==> config.mk <==
export PLATFORM = sky130hd
export DESIGN_NAME = gravador_tabuleiro
export DESIGN_NICKNAME = d
export VERILOG_FILES = /design/src/rtl/gravador_tabuleiro.sv
export SDC_FILE = /design/constraint.sdc
export NUM_CORES = 1
export LEC_CHECK = 0
export CELL_PAD_IN_SITES_DETAIL_PLACEMENT = 0
export CELL_PAD_IN_SITES_GLOBAL_PLACEMENT = 2
export CORE_ASPECT_RATIO = 0.8
export CORE_UTILIZATION = 33
export CTS_CLUSTER_DIAMETER = 40
export DETAILED_ROUTE_END_ITERATION = 16
export PLACE_DENSITY = 0.82
export SLEW_MARGIN = 15
export SYNTH_ARGS = -nofsm -noshare
export SYNTH_HDL_FRONTEND = slang
export SYNTH_SLANG_ARGS = --single-unit
export TNS_END_PERCENT = 10
==> constraint.sdc <==
create_clock -name clk -period 3.9 [get_ports clk]
set_input_delay 0.39 -clock clk [delete_from_list [all_inputs] [get_ports clk]]
set_output_delay 0.39 -clock clk [all_outputs]
set_load 0.02 [all_outputs]
==> src/rtl/gravador_tabuleiro.sv <==
// Board-write sequencer: bounds-checks a ship, reads its cells for overlap and
// writes it only when every cell is free; also clears one player's 10x10 board.
module gravador_tabuleiro (
  input  logic       clk,
  input  logic       reset,
  input  logic       start,
  input  logic       clear,
  input  logic [2:0] tipo,
  input  logic [3:0] X1,
  input  logic [3:0] Y1,
  input  logic       direcao,
  input  logic       jogador,
  output logic       busy,
  output logic       done,
  output logic       conflito,
  output logic [7:0] mem_addr,
  output logic       mem_rd,
  input  logic [2:0] mem_rdata,
  output logic       mem_wr,
  output logic [2:0] mem_wdata
);

  typedef enum logic [2:0] {
    IDLE,
    BOUNDS,
    READ,
    CHECK,
    WRITE,
    CLEAR,
    DONE
  } state_t;

  state_t     state;
  logic [2:0] tipo_q;
  logic [3:0] x_q;
  logic [3:0] y_q;
  logic       dir_q;
  logic       jog_q;
  logic [2:0] idx;
  logic [6:0] clr_cnt;
  logic       out_of_bounds;
  logic       last_cell;

  // Ship length is tipo+1, so the far end sits at origin+tipo (5-bit, no wrap).
  always_comb begin
    out_of_bounds = 1'b0;
    if (tipo_q > 3'd4)
      out_of_bounds = 1'b1;
    if (x_q > 4'd9 || y_q > 4'd9)
      out_of_bounds = 1'b1;
    if (!dir_q && (({1'b0, x_q} + {2'b00, tipo_q}) > 5'd9))
      out_of_bounds = 1'b1;
    if (dir_q && (({1'b0, y_q} + {2'b00, tipo_q}) > 5'd9))
      out_of_bounds = 1'b1;
    last_cell = (idx == tipo_q);
  end

  function automatic logic [7:0] cell_addr(input logic [2:0] n);
    logic [7:0] cx;
    logic [7:0] cy;
    cx = {4'b0000, x_q} + (dir_q ? 8'd0 : {5'b00000, n});
    cy = {4'b0000, y_q} + (dir_q ? {5'b00000, n} : 8'd0);
    return (jog_q ? 8'd100 : 8'd0) + cy * 8'd10 + cx;
  endfunction

  always_ff @(posedge clk) begin
    if (!reset) begin
      state     <= IDLE;
      busy      <= 1'b0;
      done      <= 1'b0;
      conflito  <= 1'b0;
      mem_addr  <= '0;
      mem_rd    <= 1'b0;
      mem_wr    <= 1'b0;
      mem_wdata <= '0;
      tipo_q    <= '0;
      x_q       <= '0;
      y_q       <= '0;
      dir_q     <= 1'b0;
      jog_q     <= 1'b0;
      idx       <= '0;
      clr_cnt   <= '0;
    end else begin
      case (state)
        IDLE: begin
          done <= 1'b0;
          if (clear) begin
            jog_q     <= jogador;
            clr_cnt   <= '0;
            conflito  <= 1'b0;
            busy      <= 1'b1;
            mem_wr    <= 1'b1;
            mem_wdata <= '0;
            mem_addr  <= jogador ? 8'd100 : 8'd0;
            state     <= CLEAR;
          end else if (start) begin
            tipo_q   <= tipo;
            x_q      <= X1;
            y_q      <= Y1;
            dir_q    <= direcao;
            jog_q    <= jogador;
            idx      <= '0;
            conflito <= 1'b0;
            busy     <= 1'b1;
            state    <= BOUNDS;
          end
        end
        BOUNDS: begin
          if (out_of_bounds) begin
            conflito <= 1'b1;
            done     <= 1'b1;
            state    <= DONE;
          end else begin
            mem_rd   <= 1'b1;
            mem_addr <= cell_addr(idx);
            state    <= READ;
          end
        end
        READ: begin
          mem_rd <= 1'b0;
          state  <= CHECK;
        end
        CHECK: begin
          if (mem_rdata != '0) begin
            conflito <= 1'b1;
            done     <= 1'b1;
            state    <= DONE;
          end else if (last_cell) begin
            idx       <= '0;
            mem_wr    <= 1'b1;
            mem_addr  <= cell_addr(3'd0);
            mem_wdata <= tipo_q + 3'd1;
            state     <= WRITE;
          end else begin
            idx      <= idx + 3'd1;
            mem_rd   <= 1'b1;
            mem_addr <= cell_addr(idx + 3'd1);
            state    <= READ;
          end
        end
        WRITE: begin
          if (last_cell) begin
            mem_wr   <= 1'b0;
            done     <= 1'b1;
            conflito <= 1'b0;
            state    <= DONE;
          end else begin
            idx      <= idx + 3'd1;
            mem_addr <= cell_addr(idx + 3'd1);
          end
        end
        CLEAR: begin
          if (clr_cnt == 7'd99) begin
            mem_wr <= 1'b0;
            done   <= 1'b1;
            state  <= DONE;
          end else begin
            clr_cnt  <= clr_cnt + 7'd1;
            mem_addr <= mem_addr + 8'd1;
          end
        end
        DONE: begin
          done  <= 1'b0;
          busy  <= 1'b0;
          state <= IDLE;
        end
        default: state <= IDLE;
      endcase
    end
  end

endmodule
Word-level counts from Yosys, hierarchy flattened
Cells that the tools add are included.
- register bits after elaboration: 42
- input bits: 20
- output and inout port bits: 16
- word-level logic and storage cells: 151
- add/sub/neg operators: 16
- multiply operators: 3
- magnitude comparators: 5
- eq/ne operators: 22
- muxes and demuxes: 60
- bitwise operators: 1
- reductions and logical operators: 29
- operators by type and width (cell ; number):
    3-bit two-way mux ; 19
    8-bit two-way mux ; 6
    8-bit case mux with 5 select lines ; 1
    4-bit by 3-bit adder with 5-bit output ; 6
    7-bit two-way mux ; 4
    2-bit != test, second input constant ; 13
    1-bit two-way mux ; 21
    3-bit case mux with 6 select lines ; 1
    8-bit by 5-bit adder with 8-bit output ; 2
    8-bit adder ; 2
    5-bit AND reduction ; 3
    5-bit by 3-bit multiplier with 7-bit output, second input constant ; 2
    7-bit case mux with 2 select lines ; 1
    6-bit AND reduction ; 2
    5-bit by 4-bit > comparator with 1-bit output, second input constant ; 2
    5-bit nonzero test ; 2
    3-bit equality test, second input constant ; 3
    3-bit case mux with 3 select lines ; 1
    3-bit AND reduction ; 3
    3-bit nonzero test ; 3
    7-bit by 8-bit adder with 8-bit output ; 1
    8-bit by 1-bit adder with 8-bit output, second input constant ; 1
    8-bit by 4-bit adder with 8-bit output ; 1
    4-bit > comparator, second input constant ; 2
    24 further kinds ; 34

Logic depth before layout (Yosys ltp)
- depth after elaboration: 9
- depth in mapped cells: 19

Worst setup path before layout
Ideal clock, no wire load.
- kind: flip-flop to flip-flop
- start point: register idx[0]
- end point: register mem_addr[7]
- arrival time: 4.010 ns
- data required time: 3.759 ns
- path slack: -0.251 ns
- cell stages (with the launch flop): 20
- clock period less this slack: 4.151 ns
- cell sequence: dfxtp_1 > ha_1 > nand2_1 > inv_1 > ha_1 > a21o_1 > a21oi_1 > xnor2_1 > and2_1 > nor2_1 > ha_1 > fa_1 > xor2_1 > ha_1 > ha_1 > xnor2_1 > xnor3_1 > xnor2_1 > a221oi_1 > a311oi_2
- longest elaborated chain between the ends: 9
- elaborated cells between the ends (all ways): 23
- RTL lines (item ; RTL line ; RTL):
    start: declaration ; 39 ; logic [2:0] idx;
    start signal: assignment ; 135 ; idx <= idx + 3'd1;
    start signal: assignment ; 148 ; idx <= idx + 3'd1;
    3-bit by 1-bit adder with 3-bit output ; 137, 149 ;
    3-bit two-way mux ; 62 ; cy = {4'b0000, y_q} + (dir_q ? {5'b00000, n} : 8'd0);
    4-bit by 3-bit adder with 5-bit output ; 62 ;
    5-bit by 3-bit multiplier with 7-bit output ; 63 ; return (jog_q ? 8'd100 : 8'd0) + cy * 8'd10 + cx;
    7-bit by 8-bit adder with 8-bit output ; 63 ;
    8-bit by 5-bit adder with 8-bit output ; 63 ;
    8-bit two-way mux ; 128 ; end else if (last_cell) begin
    8-bit two-way mux ; 124 ; if (mem_rdata != '0) begin
    8-bit case mux with 5 select lines ; 84 ; case (state)
    end signal: assignment ; 94 ; mem_addr <= jogador ? 8'd100 : 8'd0;
    end signal: assignment ; 131 ; mem_addr <= cell_addr(3'd0);
    end signal: assignment ; 137 ; mem_addr <= cell_addr(idx + 3'd1);
    end: declaration ; 16 ; output logic [7:0] mem_addr,
Parallel ways exist; a longest one is shown, timed or not. The select of a mux whose other input is x is not followed.
A chain may end at the register's enable or synchronous reset.

Worst setup path in the final report
Same ends and word-level chain as after synthesis.

==> summary.txt <==
================================================================================
Status                                                              finished clean
Post-layout min period                                                   3.87 ns
Residual DRC count                                                             0
Clock tree from TritonCTS                                                    yes
Type of the worst setup path                                        flip-flop to flip-flop
Clock Pin Slew Worst Setup and Hold Paths                                0.07 ns
Longest individual stage delay on the worst path                         0.36 ns
Endpoint of the lowest-slack register-to-register path               mem_addr[7]
Worst setup endpoint                                                 mem_addr[7]
Boundary pin count                                                            36
Worst Path Max Fanout                                                          4
Vias                                                                        3704
Synthesized instance count                                                   473
Crit path cell chain                                                ha_4 -> nand2_2 -> inv_1 -> ha_1 -> a21o_1 -> a21oi_2 -> xnor2_2 -> and2_4 -> nor2_1 -> ha_2 -> fa_2 -> xor2_1 -> ha_1 -> ha_2 -> xnor2_2 -> xnor3_1 -> xnor2_1 -> a221oi_2 -> a311oi_2
Synth Warn #                                                                   0
PD cells                                                              339 nW/um2
Storage cell area                                                        847 um2
Met3 demand-to-capacity share in global routing                            2.62%
Routed wire per std cell                                                 16.0 um
Netlist cell types                                                            59
Net Count, Synth                                                             574
Ranking of synthesized cells by area                                sky130_fd_sc_hd__dfxtp_1 (20%), sky130_fd_sc_hd__ha_1 (19%), sky130_fd_sc_hd__fa_1 (8.2%), sky130_fd_sc_hd__a21oi_1 (5.6%), sky130_fd_sc_hd__xnor2_1 (4.2%)
Die footprint                                                          13000 um2
Seq/Total Area, Yosys                                                      20.3%
Global-route wire length before repair                                  18800 um
Share of async-settable or async-resettable flops after synthesis             0%
Highest attainable clock frequency                                       259 MHz
Sink Count                                                                    42
Multi-input gate area                                                   3300 um2
Tightest Pin Transition                                                 0.803 ns
Cell area after layout                                                  5250 um2
Vias per std cell                                                           5.22
Top FF cell, synth                                                  sky130_fd_sc_hd__dfxtp_1
Leading post-synthesis cells by instance count                      sky130_fd_sc_hd__ha_1 (64), sky130_fd_sc_hd__a21oi_1 (46), sky130_fd_sc_hd__dfxtp_1 (42)
HP Class                                                            flip-flop to flip-flop
Overall Global Routing Usage                                               18.6%
Fraction of power consumed by the clock network                            23.7%
Critical path data arrival time                                          4.04 ns
Pin count of the biggest net entering global routing                          26
Slowest cell on the critical path                                   sky130_fd_sc_hd__dfxtp_4
Setup violations, final                                                        0
First-pass DRT Iterations                                                      5
Global-route layer with the greatest usage                                  met2
Number of global-route vias before repair                                   3611
Kind of end point of the critical path                                 flip-flop
Fraction of the cycle the final worst path needs                           99.1%
Cell taking the most area after synthesis                           sky130_fd_sc_hd__dfxtp_1
# port buffers                                                                35
Die span in y                                                             102 um
Kind of start point of the critical path                               flip-flop
Relative slew slack                                                        46.1%
Standard-cell row count                                                       36
Buffer levels on the longest clock path                                        2
Max-cap violation count                                                        0
Static leakage                                                           2.42 nW
Ratio of cells with drive above 1 in the final layout                      18.6%
Cell internal power dissipation                                          1.06 mW
Global Route met1 Usage                                                    27.0%
Final layout net count                                                       639
Die extent in x                                                           127 um
Data required time at the worst endpoint                                 4.07 ns
Area of the core                                                       12200 um2
CTS Buf Count                                                                  5
Register bit total from synthesis                                             42
Area overhead of the layout relative to synthesis                          26.5%
Filler cell count in the final layout                                       1208
Half-perimeter wire length after placement                               9090 um
DR iter-0 viols                                                              206
Startpoint of the worst setup timing path                                 idx[0]
Antenna Diode Count                                                            0
Gr ovfl total                                                                  0
GP Congestion                                                              0.832
Register-to-Register Setup Slack                                         0.03 ns
Switching part of the total power                                          40.2%
Cell area after synthesis                                               4150 um2
Clock H-tree levels                                                            2
Logic depth of the worst register-to-register path                            19
Cell at the root of the clock tree                                  sky130_fd_sc_hd__clkbuf_16
Remaining antenna violation count                                              0
Logic gate share of total power                                            43.4%
Number of hold-slack violations in the final timing report                     0
Initial Util                                                               34.0%
Average cell area after synthesis                                       8.77 um2
Final core utilization                                                     43.0%
Max-slew violations                                                            0
Instance area after placement                                           4940 um2
Final Routed Wirelength                                                 11400 um
Antenna violations before repair                                               0
Library cell with the highest instance count after synthesis        sky130_fd_sc_hd__ha_1
Worst clock skew                                                       0.0104 ns
Proportion of power drawn by flip-flops and latches                        32.9%
Setup repair after global routing missed its margin                          yes
Clk_lat worst skew                                                       0.30 ns
Launch point of the worst reg-to-reg path                                 idx[0]
Met2 track demand over resource in global routing                          29.1%
Switching Power                                                           714 uW
Post-synth EDFFs                                                               0
Area share of the largest cell type after synthesis                        20.3%
Peak ir drop on the vdd network                                       0.000181 V
================================================================================
[layout make-up]
type / count / area share [%]
tap: 171 / 4.08
multi-input combinational: 391 / 63.0
clock inverter: 2 / 0.262
timing repair buffer: 75 / 12.4
sequential: 42 / 16.1
inverter: 23 / 1.65
clock buffer: 6 / 2.46
[kinds of logic after synthesis]
kind of cell | after synthesis | synth area share, %
XOR/XNOR | 40 | 9.11
multiplexers | 4 | 0.995
flip-flops | 42 | 20.3
AO/OA/AOI/OAI | 121 | 20.5
AND/OR/NAND/NOR | 145 | 17.5
adder cells (fa/ha/maj) | 81 | 27.5
buffers and inverters | 40 | 4.07
[state kept, by name (all words and copies together), names as in the netlist, 3 cells and up]
name and count:
mem_wdata 3, state 3, idx 3, mem_addr 8, clr_cnt 7, tipo_q 3
y_q 4, x_q 4
[timing repair]
item	CTS	global route
hold buffers	0	0
setup endpoints to repair	4	4
cloned	0	0
setup buffers	2	1
pin swaps	17	14
resized for setup	16	13
[metal layers]
metal  routed length, um  share of wire [%]  vias to the layer above
met5                   0                  0                        -
met4                 128                1.1                        0
met3                 472                4.2                       10
met2                4850                 43                      100
met1                5920                 52                     1755
li1                    -                  -                     1839
[worst max-delay path, delay by kind of cell, from the launching register on]
family | cells | cell delay [ns]
AND/OR/NAND/NOR | 3 | 0.29
flip-flops | 1 | 0.36
AO/OA/AOI/OAI | 4 | 0.76
XOR/XNOR | 5 | 0.79
adder cells (fa/ha/maj) | 6 | 1.49
buffers and inverters | 1 | 0.04
[power by group through the flow]
stage	logic, mW	clock network [mW]	registers [mW]
after floorplan	0.480	0	0.595
after detailed placement	0.747	0	0.591
after global routing	0.851	0.447	0.597
after global placement	0.739	0	0.591
final	0.771	0.421	0.583
after CTS	0.760	0.433	0.583
[layout by cell type, fill, tap and decap left out, types with 5 or more instances in the layout]
cell type	Yosys	final
sky130_fd_sc_hd__inv_1	23	22
sky130_fd_sc_hd__xnor2_2	0	6
sky130_fd_sc_hd__xor2_1	18	17
sky130_fd_sc_hd__ha_1	64	55
sky130_fd_sc_hd__ha_2	0	5
sky130_fd_sc_hd__xnor2_1	20	14
sky130_fd_sc_hd__nor3_1	8	8
sky130_fd_sc_hd__o21ai_0	18	16
sky130_fd_sc_hd__dfxtp_1	42	39
sky130_fd_sc_hd__nand2_1	41	40
sky130_fd_sc_hd__fa_1	17	13
sky130_fd_sc_hd__nand3_1	19	19
sky130_fd_sc_hd__and2_1	8	6
sky130_fd_sc_hd__a21o_1	11	11
sky130_fd_sc_hd__a21oi_1	46	42
sky130_fd_sc_hd__a311oi_2	6	6
sky130_fd_sc_hd__clkdlybuf4s50_1	0	35
sky130_fd_sc_hd__clkbuf_16	0	5
sky130_fd_sc_hd__buf_4	0	40
sky130_fd_sc_hd__nor2_1	35	34
sky130_fd_sc_hd__nor2b_1	8	8
[worst min path at each step]
stage | start | endpoint | slack [ns] | cells after the start
floorplan | clr_cnt[6] | clr_cnt[6] | 0.48 | 2
global placement | mem_wdata[1] | mem_wdata[1] | 0.45 | 2
detailed placement | mem_wdata[1] | mem_wdata[1] | 0.45 | 2
CTS | mem_wdata[1] | mem_wdata[1] | 0.47 | 2
global route | busy | busy | 0.50 | 2
finish | mem_wdata[1] | mem_wdata[1] | 0.46 | 2
[metrics by stage]
step                power [mW]  hold WS (ns)  std cells  setup TNS (ns)  setup slack (ns)
floorplan                 1.08         0.479        473               0            0.0157
global placement          1.33         0.446        699          -0.115           -0.0791
detailed placement        1.34         0.452        699          -0.234            -0.117
CTS                       1.78         0.468        709               0            0.0191
global route              1.90         0.501        710          -0.393            -0.165
finish                    1.78         0.464        710               0            0.0337
Power figures use the tool's default switching activity.
